### src/rtl/int_seq.sv
// rtl/int_seq.sv - interrupt entry/exit sequencer: drain, push PC, fetch vector, load PC, CCR shadow.
module int_seq #(
  parameter int                PIPE_DEPTH = 4,
  parameter int                ADDR_W     = 8,
  parameter logic [ADDR_W-1:0] VEC_ADDR   = 8'h01
) (
  input  logic              clk,
  input  logic              rst,
  input  logic              intr,
  input  logic              stall_in,
  input  logic              branch_pending,
  input  logic              rti_retire,
  input  logic [3:0]        flags_in,
  output logic              sf1,
  output logic              freeze_fetch,
  output logic              inject_valid,
  output logic              mem_rd_vec,
  output logic [ADDR_W-1:0] vec_addr,
  output logic              pc_load,
  output logic              int_ack,
  output logic [3:0]        flags_saved,
  output logic              flags_restore,
  output logic              busy
);

  typedef enum logic [2:0] {
    S_IDLE  = 3'd0,
    S_DRAIN = 3'd1,
    S_PUSH  = 3'd2,
    S_VEC   = 3'd3,
    S_LOAD  = 3'd4
  } state_t;

  localparam logic [2:0] DRAIN_INIT = 3'(PIPE_DEPTH);

  state_t     state_q, state_d;
  logic [2:0] cnt_q, cnt_d;
  logic       intr_q, intr_d;
  logic       int_pending_q, int_pending_d;
  logic       rearm_q, rearm_d;
  logic       in_isr_q, in_isr_d;
  logic [3:0] flags_saved_q, flags_saved_d;
  logic       flags_restore_q, flags_restore_d;
  logic       rise;

  always_ff @(posedge clk or negedge rst) begin
    if (!rst) begin
      state_q         <= S_IDLE;
      cnt_q           <= 3'd0;
      intr_q          <= 1'b0;
      int_pending_q   <= 1'b0;
      rearm_q         <= 1'b0;
      in_isr_q        <= 1'b0;
      flags_saved_q   <= 4'd0;
      flags_restore_q <= 1'b0;
    end else begin
      state_q         <= state_d;
      cnt_q           <= cnt_d;
      intr_q          <= intr_d;
      int_pending_q   <= int_pending_d;
      rearm_q         <= rearm_d;
      in_isr_q        <= in_isr_d;
      flags_saved_q   <= flags_saved_d;
      flags_restore_q <= flags_restore_d;
    end
  end

  always_comb begin
    rise            = intr & ~intr_q;
    state_d         = state_q;
    cnt_d           = cnt_q;
    intr_d          = intr;
    int_pending_d   = int_pending_q | rise;
    rearm_d         = rearm_q;
    in_isr_d        = in_isr_q;
    flags_saved_d   = flags_saved_q;
    flags_restore_d = 1'b0;

    sf1          = 1'b0;
    freeze_fetch = 1'b0;
    inject_valid = 1'b0;
    mem_rd_vec   = 1'b0;
    pc_load      = 1'b0;
    int_ack      = 1'b0;
    busy         = (state_q != S_IDLE);

    if (rti_retire && in_isr_q) begin
      in_isr_d        = 1'b0;
      flags_restore_d = 1'b1;
    end

    // An edge arriving while a request is in service is remembered so it survives the LOAD clear.
    if (rise && (state_q == S_DRAIN || state_q == S_PUSH || state_q == S_VEC)) begin
      rearm_d = 1'b1;
    end

    case (state_q)
      S_IDLE: begin
        if (int_pending_q && !in_isr_q) begin
          state_d = S_DRAIN;
          cnt_d   = DRAIN_INIT;
        end
      end
      S_DRAIN: begin
        freeze_fetch = 1'b1;
        if (!(stall_in || branch_pending)) begin
          if (cnt_q == 3'd1) state_d = S_PUSH;
          else               cnt_d   = cnt_q - 3'd1;
        end
      end
      S_PUSH: begin
        freeze_fetch  = 1'b1;
        sf1           = 1'b1;
        inject_valid  = 1'b1;
        flags_saved_d = flags_in;
        state_d       = S_VEC;
      end
      S_VEC: begin
        freeze_fetch = 1'b1;
        mem_rd_vec   = 1'b1;
        state_d      = S_LOAD;
      end
      S_LOAD: begin
        freeze_fetch  = 1'b1;
        pc_load       = 1'b1;
        int_ack       = 1'b1;
        int_pending_d = rise | rearm_q;
        rearm_d       = 1'b0;
        in_isr_d      = 1'b1;
        state_d       = S_IDLE;
      end
      default: begin
        state_d = S_IDLE;
      end
    endcase
  end

  assign vec_addr      = VEC_ADDR;
  assign flags_saved   = flags_saved_q;
  assign flags_restore = flags_restore_q;

endmodule

### config.mk
export PLATFORM = sky130hd
export DESIGN_NAME = int_seq
export DESIGN_NICKNAME = d
export VERILOG_FILES = /design/src/rtl/int_seq.sv
export SDC_FILE = /design/constraint.sdc
export NUM_CORES = 1
export LEC_CHECK = 0
export BUFFER_PORTS_ARGS = -buffer_cell sky130_fd_sc_hd__buf_2
export CAP_MARGIN = 0
export CORE_MARGIN = 1
export CORE_UTILIZATION = 48
export DETAILED_ROUTE_END_ITERATION = 12
export PLACE_DENSITY = 0.78
export SYNTH_ARGS = -nofsm -noshare
export SYNTH_HDL_FRONTEND = slang
export SYNTH_SLANG_ARGS = --single-unit
export TNS_END_PERCENT = 30
### constraint.sdc
create_clock -name clk -period 2.1 [get_ports clk]
set_input_delay 0.21 -clock clk [delete_from_list [all_inputs] [get_ports clk]]
set_output_delay 0.21 -clock clk [all_outputs]
set_load 0.05 [all_outputs]
**Word level (Yosys, flattened, before mapping)**

Index checks and enable logic that the tools add are counted.

- Bits in writable memories: 0
- Latch bits: 0
- Word-level logic and storage cells: 55
- ROM bits: 0
- Memories: 0
- Flip-flop bits (word level): 15

- Div/mod/pow operators: 0
- $lt $le $gt $ge: 0
- Reduce and logical (&&, ||, !) cells: 15
- Eq/ne operators: 9
- Shifts and indexed selects: 0
- Multiply operators: 0
- Mux-type cells: 18
- $add $sub $neg: 1
- Bitwise operators: 4

Operators by type and width:

| operator | number |
|---|---|
| $mux 3 | 6 |
| $pmux 3 s4 | 1 |
| $mux 1 | 10 |
| $eq 3x1->1 const B | 2 |
| $eq 3x2->1 const B | 2 |
| $ne 2x2->1 const B | 3 |
| $pmux 3 s2 | 1 |
| $reduce_bool 2->1 | 3 |
| $reduce_and 4->1 | 1 |
| $reduce_or 4->1 | 1 |
| $eq 3x3->1 const B | 1 |
| $logic_and 1x1->1 | 3 |
| $logic_not 3->1 | 1 |
| $logic_or 1x1->1 | 3 |
| $reduce_and 3->1 | 1 |
| $reduce_bool 3->1 | 1 |
| $sub 3x1->3 const B | 1 |
| $ne 2x1->1 const B | 1 |
| $or 1x1->1 | 2 |
| $and 1x1->1 | 1 |
| $logic_not 1->1 | 1 |
| $not 1->1 | 1 |

**Depth between registers and ports, before layout**

- Depth in word-level cells: 6
- Depth in mapped cells: 6
- Depth with buffers taken out: 6

**Least setup slack after synthesis**

No wires, ideal clock.

- Path type: register to output
- From: reg state_q[0]
- To: out mem_rd_vec
- Path buffers: 1
- Slack: 0.155 ns
- Arrival time: 1.735 ns
- Cell stages (with the launch flop): 4
- Data required time: 1.890 ns
- Cell sequence: dfrtp_1 > buf_2 > inv_1 > nor3b_1

- Word-level cells in the longest chain between the ends: 2

Ends and longest elaborated chain:

| item | RTL line | source |
|---|---|---|
| start, declared | 36 | `state_t state_q, state_d;` |
| start signal, assigned | 57 | `state_q <= state_d;` |
| $eq 3x2->1 | 97 | `case (state_q)` |
| $mux 1 | 97 |  |
| end, declared | 17 | `output logic mem_rd_vec,` |

No other way between the ends.

**Worst setup path in the final report**

- From: reg state_q[1]
- To: out int_ack

- Word-level cells in the longest chain between the ends: 2

Ends and longest elaborated chain:

| item | RTL line | source |
|---|---|---|
| $eq 3x3->1 | 97 |  |
| $mux 1 | 97 |  |
| end, declared | 20 | `output logic int_ack,` |

No other way between the ends.

==> impl_metrics.json <==
{
  "clkLatencyLatePin_ns": 0.28,
  "seq_power_share_pct": 38.1,
  "placement_setup_slack_ns": 0.6715,
  "fp.dieH_um": 43.26,
  "internal_power_uw": 591.2,
  "setup.worst_path.class": "register to output pin",
  "worst_voltage_drop_across_the_vdd_grid_mv": 0.6740,
  "multi_input_area_um2": 342.8,
  "fillCellCount": 139,
  "synth_largest_type_area_fraction_pct": 45.94,
  "worst_ep_arrival_time_ns": 1.55,
  "synthesis.area_um2": 817.0,
  "synth_most_common_cell": "dfrtp_1",
  "tritoncts.num_buffers": 3,
  "netlist_top_cells_count": "dfrtp_1 (15), buf_4 (11), inv_1 (6), o21ai_0 (6)",
  "timing.setup.tns_ns": 0,
  "clkSlewWorstSetupHoldPaths_ns": 0.09,
  "post_cts.resized_instances": 0,
  "syn2layout_area_growth_pct": 10.41,
  "cts-htree-levels": 1,
  "detailed_place_hpwl_mm": 1.108,
  "whs_ns": 0.04238,
  "final_period_minus_worst_setup_slack_ns": 1.757,
  "synth.area.top_cells": "dfrtp_1 (46%), buf_4 (10%), mux2_2 (5.5%)",
  "insertedDiodeCount": 0,
  "rows": 14,
  "ant_nets_after_route": 0,
  "power_per_cell_area_nw_per_um2": 1242,
  "post_layout_nonfiller_instances": 116,
  "cts.sink_count": 15,
  "postSynth.topFlopCell": "dfrtp_1",
  "route.detailed.drc": 0,
  "finalWeightedCongestion": 0.7812,
  "buffers_from_clock_root_to_sink_at_most": 2,
  "grt_setup_unrepaired": "no",
  "critPathSlowestCell": "dfrtp_1",
  "worstPathMaxFanout": 11,
  "wl_mm": 1.441,
  "post_synth_inst_count": 81,
  "ys_seq_area_share_pct": 45.94,
  "core-area_um2": 1541,
  "synth_async_sr_flop_share_pct": 100.0,
  "grt_first_pass_wirelength_mm": 2.332,
  "post_synth_num_cell_types": 27,
  "synth.ff_latch_count": 15,
  "overflow": 0,
  "cts-root-buf": "clkbuf_4",
  "die_w_um": 43.26,
  "pwr-share-comb_pct": 47.0,
  "ios": 30,
  "syn_area_per_cell_um2": 10.09,
  "ys_warn_count": 0,
  "detail_routed_net_length_per_standard_cell_um": 12.42,
  "fin_skew_ns": 0.004482,
  "cts_tree": "yes",
  "groute.usage.overall_pct": 17.11,
  "first_iter_violations": 21,
  "final.setup.worst_slack_ns": 0.3431,
  "post_route_cells_drive_above_1_share_pct": 30.00,
  "fmax_mhz": 569.2,
  "final.period_utilization_pct": 83.66,
  "viasPerCell": 5.336,
  "dr.pass1.iters": 4,
  "register_area_um2": 375.4,
  "start_kind": "register",
  "min-delay-path-class": "input port to register",
  "nNetsFinal": 113,
  "grt_start_max_net_pins": 16,
  "report.final.slew_viol_count": 0,
  "status": "finished, final reports clean",
  "pwr-share-clk_pct": 14.9,
  "start_util_pct": 53.00,
  "crit_required_ns": 1.89,
  "worst_stage_delay_on_the_critical_path_ns": 0.50,
  "maxCapViolations": 0,
  "power.switching_fraction_pct": 47.22,
  "dpl.cell_count": 111,
  "routed-via-count": 619,
  "die-area_um2": 1871,
  "initial_antenna_violation_count": 0,
  "cp-end-kind": "output pin",
  "layout.core_utilization_pct": 58.52,
  "io_buffers": 21,
  "crit_path_cell_trace": "nor2_1 > nand2_1 > inv_1 > buf_2",
  "postCtsSetupRepairBufs": 0,
  "edff_count_synth": 0,
  "p_switching_uw": 528.9,
  "leakage_power_total_uw": 0.0004735,
  "final_hold_viol_count": 0,
  "synthDominantAreaCellType": "dfrtp_1",
  "report.final.setup_viol": 0,
  "number_of_global_route_vias_before_repair": 542
}
-- cell families after synthesis --
| family | count (synthesis) | synth area share [%] |
|---|---|---|
| AO/OA/AOI/OAI | 13 | 9.188 |
| XOR/XNOR | 1 | 1.072 |
| adder cells (fa/ha/maj) | 2 | 3.062 |
| buffers and inverters | 19 | 14.85 |
| flip-flops | 15 | 45.94 |
| multiplexers | 7 | 9.188 |
| other | 2 | 0.9192 |
| AND/OR/NAND/NOR | 22 | 15.78 |
-- final timing paths --
| kind | from | endpoint | slack, ns | cells past startpoint |
|---|---|---|---|---|
| max | state_q[1]$_DFFE_PN0P_ | int_ack | 0.34 | 4 |
| min | intr | intr_q$_DFF_PN0_ | 0.04 | 1 |
| max reg2reg | state_q[1]$_DFFE_PN0P_ | flags_saved[0]$_DFFE_PN0P_ | 0.73 | 2 |
| min reg2reg | intr_q$_DFF_PN0_ | int_pending_q$_DFF_PN0_ | 0.46 | 1 |
| max in group asynchronous | rst | flags_saved[0]$_DFFE_PN0P_ | 1.51 | 2 |
| min in group asynchronous | rst | state_q[2]$_DFFE_PN0P_ | 0.34 | 2 |
-- per-layer routing --
layer  vias up  track usage [%]  wire [um]
li1        287                -          -
met1       304            21.95        639
met2        24            26.57        707
met3         4            3.830         72
met4         0            9.091         22
met5         -                0          0
-- stage by stage --
stage	cell area (um2)	power, uW
3_3_place_gp	865.8	938.1
6_report	902.1	1120
3_5_place_dp	865.8	958.9
4_1_cts	902.1	1123
2_1_floorplan	839.6	860.5
5_1_grt	902.1	1180
-- timing repair --
item | in CTS | in global routing
endpoints found under the hold margin | 15 | 0
hold buffers | 1 | 0
endpoints found under the setup margin | 0 | 0
-- cell type report --
cell class	instances	share of cell area (%)
multi-input cells	53	38.00
well taps	16	2.219
clock buffers	4	2.913
inverters	6	2.497
repair buffers	22	12.76
flip-flops and latches	15	41.61
-- flip-flops by register name, summed over array words and instances, names as in the netlist --
register / cells
cnt_q: 3
flags_restore: 1
flags_saved: 4
in_isr_q: 1
int_pending_q: 1
intr_q: 1
rearm_q: 1
state_q: 3
-- placed cells by master (no fill, tap or decap) --
master / Yosys / routed
buf_2: 1 / 21
dfrtp_1: 15 / 15
conb_1: 2 / 8
inv_1: 6 / 6
o21ai_0: 6 / 6
nor2_1: 5 / 5
nand2_1: 5 / 5
mux2_2: 4 / 4
mux2i_1: 3 / 3
a21oi_1: 3 / 3
clkbuf_4: 0 / 3
nor3b_1: 2 / 2
nand2b_1: 2 / 2
nor3_1: 2 / 2
ha_1: 2 / 2
nor3b_4: 1 / 1
or3_2: 1 / 1
and2_1: 1 / 1
xnor2_1: 1 / 1
o311ai_0: 1 / 1
nor2b_1: 1 / 1
o21ai_1: 1 / 1
a22o_1: 1 / 1
o31ai_1: 1 / 1
nand4b_1: 1 / 1
nand4_1: 1 / 1
clkbuf_1: 0 / 1
dlygate4sd3_1: 0 / 1
-- critical path, delay by kind of cell, from the launching register on --
family,cells,cell delay (ns)
flops,1,0.50
simple gates,2,0.39
buf+inv,2,0.37
-- power groups by stage --
stage | logic, uW | registers [uW] | clock network [uW]
6_report | 527 | 427 | 167
5_1_grt | 565 | 436 | 179
4_1_cts | 529 | 427 | 168
3_5_place_dp | 526 | 433 | 0
3_3_place_gp | 513 | 425 | 0
2_1_floorplan | 358 | 503 | 0
No activity file was read; power rests on OpenSTA's default activity.
